===== src/rtl/conv_pkg.sv =====
// conv_pkg: shared FSM state encoding, pool stride and min-1 clog2 helper for the conv layer sequencer
package conv_pkg;
  typedef enum logic [2:0] {
    S_IDLE,
    S_KLOAD,
    S_CONV,
    S_NEXT_CIN,
    S_POOL,
    S_NEXT_COUT,
    S_DONE
  } state_t;

  localparam int POOL_STRIDE = 2;

  function automatic int clog2_min1(input int v);
    return (v <= 1) ? 1 : $clog2(v);
  endfunction
endpackage


===== src/rtl/conv_layer_sequencer_window_scanner.sv =====
// window_scanner: row/col/linear-address scan over an R x C grid, wrapping to zero after the last cell
module window_scanner #(
  parameter int R  = 1,
  parameter int C  = 1,
  parameter int RW = 1,
  parameter int CW = 1,
  parameter int AW = 1
) (
  input  logic          clk,
  input  logic          rst_n,
  input  logic          clear,
  input  logic          advance,
  output logic [RW-1:0] row,
  output logic [CW-1:0] col,
  output logic [AW-1:0] addr,
  output logic          last
);
  localparam logic [RW-1:0] RL = RW'(R - 1);
  localparam logic [CW-1:0] CL = CW'(C - 1);

  assign last = (row == RL) && (col == CL);

  // Address tracks row*C+col by counting accepts, so no multiplier is needed
  always_ff @(posedge clk or negedge rst_n) begin
    if (!rst_n) begin
      row  <= '0;
      col  <= '0;
      addr <= '0;
    end else if (clear || (advance && last)) begin
      row  <= '0;
      col  <= '0;
      addr <= '0;
    end else if (advance) begin
      col  <= (col == CL) ? '0 : col + CW'(1);
      row  <= (col == CL) ? row + RW'(1) : row;
      addr <= addr + AW'(1);
    end
  end
endmodule


===== src/rtl/conv_layer_sequencer.sv =====
// conv_layer_sequencer: out_ch/in_ch/window loop control for one conv layer; optional 2x2 pool pass with CONV_SEQ_POOL_EN
module conv_layer_sequencer
  import conv_pkg::*;
#(
  parameter int H  = 28,
  parameter int W  = 28,
  parameter int K  = 3,
  parameter int OC = 8,
  parameter int IC = 1
) (
  input  logic                                                   clk,
  input  logic                                                   rst_n,
  input  logic                                                   start,
  output logic                                                   busy,
  output logic                                                   done,
  output logic [clog2_min1(OC)-1:0]                              out_ch,
  output logic [clog2_min1(IC)-1:0]                              in_ch,
  output logic                                                   kload_req,
  input  logic                                                   kload_ack,
  output logic                                                   win_valid,
  input  logic                                                   win_ready,
  output logic [clog2_min1(H-K+1)-1:0]                           win_row,
  output logic [clog2_min1(W-K+1)-1:0]                           win_col,
  output logic [clog2_min1((H-K+1)*(W-K+1))-1:0]                 out_addr,
  output logic                                                   first_write,
  output logic                                                   last_in_ch,
  output logic                                                   pool_valid,
  input  logic                                                   pool_ready,
  output logic [clog2_min1(((H-K+1)/POOL_STRIDE)*((W-K+1)/POOL_STRIDE))-1:0] pool_addr
);
  localparam int OH  = H - K + 1;
  localparam int OW  = W - K + 1;
  localparam int OCW = clog2_min1(OC);
  localparam int ICW = clog2_min1(IC);
  localparam int RW  = clog2_min1(OH);
  localparam int CW  = clog2_min1(OW);
  localparam int AW  = clog2_min1(OH * OW);

  state_t state, nxt;
  logic   win_last, in_last, out_last;

  assign in_last     = in_ch == ICW'(IC - 1);
  assign out_last    = out_ch == OCW'(OC - 1);
  assign busy        = state != S_IDLE;
  assign done        = state == S_DONE;
  assign kload_req   = state == S_KLOAD;
  assign win_valid   = state == S_CONV;
  assign first_write = busy && (in_ch == '0);
  assign last_in_ch  = busy && in_last;

  window_scanner #(.R(OH), .C(OW), .RW(RW), .CW(CW), .AW(AW)) u_win (
    .clk    (clk),
    .rst_n  (rst_n),
    .clear  (state == S_IDLE),
    .advance(win_valid && win_ready),
    .row    (win_row),
    .col    (win_col),
    .addr   (out_addr),
    .last   (win_last)
  );

`ifdef CONV_SEQ_POOL_EN
  localparam int PH = OH / POOL_STRIDE;
  localparam int PW = OW / POOL_STRIDE;
  localparam bit HAS_POOL = (PH * PW) > 0;
  localparam int PAW = clog2_min1(PH * PW);
  logic                         pool_last;
  logic [clog2_min1(PH)-1:0]    pool_row_unused;
  logic [clog2_min1(PW)-1:0]    pool_col_unused;
  assign pool_valid = state == S_POOL;
  window_scanner #(.R(PH), .C(PW), .RW(clog2_min1(PH)), .CW(clog2_min1(PW)), .AW(PAW)) u_pool (
    .clk    (clk),
    .rst_n  (rst_n),
    .clear  (state == S_IDLE),
    .advance(pool_valid && pool_ready),
    .row    (pool_row_unused),
    .col    (pool_col_unused),
    .addr   (pool_addr),
    .last   (pool_last)
  );
`else
  localparam bit HAS_POOL = 1'b0;
  logic pool_last;
  logic pool_unused;
  assign pool_valid  = 1'b0;
  assign pool_addr   = '0;
  assign pool_last   = 1'b0;
  assign pool_unused = pool_ready;
`endif

  // State register
  always_ff @(posedge clk or negedge rst_n) begin
    if (!rst_n) state <= S_IDLE;
    else        state <= nxt;
  end

  // Next-state: channel loops wrap around the kernel-load / window-scan pass
  always_comb begin
    nxt = state;
    case (state)
      S_IDLE:      nxt = start ? S_KLOAD : S_IDLE;
      S_KLOAD:     nxt = kload_ack ? S_CONV : S_KLOAD;
      S_CONV:      nxt = (win_ready && win_last) ? S_NEXT_CIN : S_CONV;
      S_NEXT_CIN:  nxt = !in_last ? S_KLOAD : HAS_POOL ? S_POOL : S_NEXT_COUT;
      S_POOL:      nxt = (pool_valid && pool_ready && pool_last) ? S_NEXT_COUT : S_POOL;
      S_NEXT_COUT: nxt = out_last ? S_DONE : S_KLOAD;
      S_DONE:      nxt = S_IDLE;
      default:     nxt = S_IDLE;
    endcase
  end

  // Channel counters; they keep their final values after DONE until the next start
  always_ff @(posedge clk or negedge rst_n) begin
    if (!rst_n) begin
      out_ch <= '0;
      in_ch  <= '0;
    end else if (state == S_IDLE && start) begin
      out_ch <= '0;
      in_ch  <= '0;
    end else if (state == S_NEXT_CIN && !in_last) begin
      in_ch <= in_ch + ICW'(1);
    end else if (state == S_NEXT_COUT) begin
      in_ch  <= '0;
      out_ch <= out_last ? out_ch : out_ch + OCW'(1);
    end
  end
endmodule


===== config.mk =====
export PLATFORM = sky130hd
export DESIGN_NAME = conv_layer_sequencer
export DESIGN_NICKNAME = d
export VERILOG_FILES = /design/src/rtl/conv_pkg.sv /design/src/rtl/conv_layer_sequencer_window_scanner.sv /design/src/rtl/conv_layer_sequencer.sv
export SDC_FILE = /design/constraint.sdc
export NUM_CORES = 1
export LEC_CHECK = 0
export ABC_AREA = 0
export BUFFER_PORTS_ARGS = -buffer_cell sky130_fd_sc_hd__buf_2
export CAP_MARGIN = 15
export CORE_AREA = 2 2 85 71
export CTS_CLUSTER_SIZE = 28
export DETAILED_ROUTE_END_ITERATION = 7
export DIE_AREA = 0 0 87 73
export GPL_ROUTABILITY_DRIVEN = 0
export GPL_TIMING_DRIVEN = 1
export SYNTH_ARGS = -nofsm -noshare
export SYNTH_HDL_FRONTEND = slang
export SYNTH_SLANG_ARGS = --single-unit

===== constraint.sdc =====
create_clock -name clk -period 2.4 [get_ports clk]
set_clock_uncertainty 0.2 [all_clocks]
set_input_delay 0.48 -clock clk [delete_from_list [all_inputs] [get_ports clk]]
set_output_delay 0.48 -clock clk [all_outputs]
set_load 0.03 [all_outputs]

* After elaboration in Yosys (flattened, before gate mapping)
Cells that the tools add are included.
** Cells by class
- Add/sub/neg operators :: 5
- Equality and inequality tests :: 11
- Muxes and demuxes :: 21
- Bitwise logic cells :: 1
- Reductions and logical operators :: 16
** Operators with widths (count)
- 2-to-1 mux 5 bit :: 6
- 2-to-1 mux 10 bit :: 2
- 2-to-1 mux 3 bit :: 6
- one-hot mux 3 bit (6 select lines) :: 1
- == test 3 bit, second input constant :: 4
- adder 10 x 1 -> 10 bit, second input constant :: 1
- adder 5 x 1 -> 5 bit, second input constant :: 2
- == test 5 bit, second input constant :: 2
- logical AND 1 bit :: 7
- == test 3 x 2 -> 1 bit, second input constant :: 2
- nonzero test 2 bit :: 3
- nonzero test 3 bit :: 2
- 2-to-1 mux 1 bit :: 5
- adder 3 x 1 -> 3 bit, second input constant :: 1
- == test 3 x 1 -> 1 bit, second input constant :: 1
- zero test 3 bit :: 1
- AND reduction 3 bit :: 1
- 2-to-1 mux 2 bit :: 1
- != test 2 x 1 -> 1 bit, second input constant :: 1
- != test 2 bit, second input constant :: 1
- AND reduction 2 bit :: 1
- adder 1 bit, second input constant :: 1
- logical OR 1 bit :: 1
- inverter 1 bit :: 1
** Word-level totals
- Register bits after elaboration :: 27
- Input port bits :: 6
- Output and inout bits :: 39
- Logic and storage cells :: 60

* Logic depth before layout (Yosys ltp)
- Depth in word-level cells :: 6
- Depth in mapped cells :: 7
- Depth with buffers taken out :: 6

* Modules after synthesis
Synthesis repeated with hierarchy kept, for this count alone.
** Second synthesis, totals
- Cell total of the unflattened synthesis :: 165
- Area total of the unflattened synthesis :: 1647.8 um^2
** By module, submodules not included
- window_scanner :: times used 1, cells an instance 112, area an instance 1119.8 um^2, sequential area each 500.5 um^2
- conv_layer_sequencer :: times used 1, cells an instance 53, area an instance 528.0 um^2, sequential area each 175.2 um^2

* Worst setup path before layout
OpenSTA, ideal clock, no wires.
- Path type :: reg-to-output
- Start point :: reg state[1]
- End point :: out done
- Arrival time :: 1.404 ns
- Required time :: 1.720 ns
- Setup slack :: 0.316 ns
- Cell stages (with the launch flop) :: 4
- Buffers on the path :: 1
- Cells stage by stage :: dfrtp_1 -> buf_2 -> inv_1 -> nor3b_1
** Between the ends
- Word-level cells in the longest chain between the ends :: 1
** Ends and longest elaborated chain
- start: declaration :: RTL line conv_layer_sequencer.sv:39 : state_t state, nxt;
- start signal: assignment :: RTL line conv_layer_sequencer.sv:94 : else state <= nxt;
- == test 3 bit :: RTL line conv_layer_sequencer.sv:45 : assign done = state == S_DONE;
- end: declaration :: RTL line conv_layer_sequencer.sv:15 : output logic done,
No other way between the ends.

* Worst setup path in the final report
Same ends and word-level chain as after synthesis.

==> reports/results.txt <==
final net count -> 211
post-detailed-routing wire length -> 3.27 mm
via/cell ratio -> 4.69
synthesized-area fraction occupied by adder cells -> 5.50%
max_cap viols -> 0
initial antenna violation count -> 0
post-layout util -> 32.8%
leakage -> 0.906 nW
sequential element share of the synthesized area -> 42.5%
Synth Area in Compound Gates -> 12.5%
Worst Tran Pin Value -> 620 ps
R2R Setup Slk -> 410 ps
diode count -> 0
CTS sink count -> 27
worst hold path type -> primary input to async pin
worst-skew pair later-pin latency -> 270 ps
endpoints failing setup -> 0
critical path arrival -> 1510 ps
fmax -> 457 MHz
number of global-route vias before repair -> 1,108
Die Area -> 0.00635 mm²
DR iter-0 viols -> 61
Clock transition at path regs -> 90 ps
IO Pins -> 45
Worst R2R Path Depth -> 6
clock buffer depth -> 2
global-route wire length before repair -> 5.37 mm
TritonCTS clock tree -> yes
FF-to-FF Start -> u_win.col[0]
CP max FO -> 9
Synth Area in Simple Gates -> 22.5%
worst reg2reg path endpoint -> u_win.row[0]
Rows -> 25
mux share of post-synthesis cell area -> 1.97%
Design Area, Final -> 0.00184 mm²
H-tree levels -> 1
power per cell area -> 1070 mW/mm²
die height -> 73 µm
total power draw -> 1.96 mW
clk root buf -> clkbuf_8
Max-Slew Margin vs Limit -> 58.6%
setup bufs post-CTS -> 0
Worst Path Required -> 1720 ps
VDD IR max -> 0.000595 V
ys async rst share -> 100%
IO buf count -> 34
Final Slew Violations -> 0
drt first pass iters -> 2
Initial Util -> 28.4%
GRT Residual Overflow -> 0
Detail Route Antenna Nets -> 0
setup_tns -> 0 ps
Num CTS Buffers -> 3
share of the synthesized area in the top cell type -> 42.5%
Yosys reg bits -> 27
ranking of synthesized cells by area -> dfrtp_1 42%, ha_1 5.5%, buf_4 4.7%
# hold bufs at CTS -> 0
Cell Area, Synth -> 0.00159 mm²
crit path capture type -> output port
Crit Path Class -> flop to output port
number of remaining DRC errors -> 0
type of origin of the critical path -> flop
ys flop type -> dfrtp_1
# resized after CTS -> 0
Mean Syn Cell Area -> 9.76 µm²
Ys Warns -> 0
Synth cell types -> 43
Synth Area in XOR/XNOR -> 6.05%
largest family of logic cells by synthesized area -> simple AND/OR/NAND/NOR gates
Total GRT Usage -> 10.8%
via count of the routed design -> 1,238
area leader, netlist -> dfrtp_1
die width -> 87 µm
Area Growth Syn to Fin -> 15.3%
DR WL/cell -> 12.4 µm
endpoints failing hold -> 0
Post-Place Cell Area -> 0.00179 mm²
pin count of the biggest net entering global routing -> 28
Detail Placement HPWL -> 2.45 mm
share of cells above drive strength 1 -> 25.4%
number of synthesized flops with an enable pin -> 0
core area -> 0.00560 mm²
RSZ-0062 raised after global routing -> no
share of the clock period used by the worst path -> 91.2%
min Tclk post-route -> 2190 ps
Cells after Synth -> 163
status -> finished clean
## worst max-delay path, stage by stage, from the launching register on
cell and delay, ps:
dfrtp_1 580, inv_1 230, nor3b_1 220, buf_2 220
## report_power, final
part / switching [mW] / leakage [nW] / total (mW) / internal (mW)
combinational: 0.672 / 0.513 / 1.04 / 0.370
clock: 0.135 / 0.0228 / 0.254 / 0.119
sequential: 0.133 / 0.370 / 0.668 / 0.534
total: 0.941 / 0.906 / 1.96 / 1.02
## placed cells by master, fill, tap and decap left out, types with 2 or more instances in the layout
cell / count
xnor2_1: 3
nand2b_1: 2
buf_4: 4
a211oi_1: 2
a21oi_1: 7
nand4_1: 6
nor2b_1: 3
dfrtp_1: 27
xor2_1: 8
nand3_1: 6
a21oi_2: 2
nand4b_1: 2
nand2_1: 8
conb_1: 9
inv_1: 5
buf_2: 34
a22o_1: 2
nor3_1: 3
and2_1: 4
o21ai_0: 10
mux2i_1: 2
ha_1: 7
or3_1: 4
clkbuf_8: 3
and3_1: 3
nor2_1: 14
## layer usage
metal / wire [µm] / global-route usage [%] / vias up
met3: 155 / 3.17 / 2
met1: 1640 / 15.7 / 594
li1: - / - / 618
met2: 1460 / 16.4 / 24
met5: 0 / 0 / -
met4: 18 / 1.56 / 0
## state kept, by name, indices dropped and copies added (netlist names)
name / flops
out_ch: 3
u_win.col: 5
state: 3
u_win.addr: 10
u_win.row: 5
in_ch: 1
## stage by stage
stage,setup slack [ps],cells,hold slack [ps]
floorplan,316,171,-15.6
global placement,479,260,324
detailed placement,439,260,325
CTS,190,264,45.0
global route,79.6,264,68.9
finish,212,264,17.8
## cell families after synthesis
family / count (synthesis)
multiplexers: 3
AND/OR/NAND/NOR: 62
AO/OA/AOI/OAI: 30
flip-flops: 27
other: 1
buffers and inverters: 22
adder cells (fa/ha/maj): 7
XOR/XNOR: 11
## worst max-delay path by stage
stage	slack, ps	startpoint	to
CTS	190	state[1]	done
finish	210	state[1]	done
global placement	480	u_win.col[1]	u_win.row[4]
global route	80	state[1]	done
detailed placement	440	u_win.col[1]	u_win.row[3]
floorplan	320	state[1]	done
## synthesized netlist by cell type (3+ instances only)
| master | number |
|---|---|
| dfrtp_1 | 27 |
| nor2_1 | 14 |
| buf_4 | 10 |
| o21ai_0 | 10 |
| nand2_1 | 8 |
| xor2_1 | 8 |
| a21oi_1 | 7 |
| ha_1 | 7 |
| nand3_1 | 6 |
| nand4_1 | 6 |
| inv_1 | 5 |
| and2_1 | 4 |
| or3_1 | 4 |
| and3_1 | 3 |
| nor2b_1 | 3 |
| nor3_1 | 3 |
| xnor2_1 | 3 |
## layout make-up
| class | instances | area (µm²) |
|---|---|---|
| tap | 67 | 83.8 |
| timing repair buffer | 38 | 200 |
| inverter | 6 | 25.0 |
| multi-input combinational | 122 | 806 |
| fill | 599 | 3760 |
| clock buffer | 4 | 45.0 |
| sequential | 27 | 676 |
No activity file was read; power rests on OpenSTA's default activity.
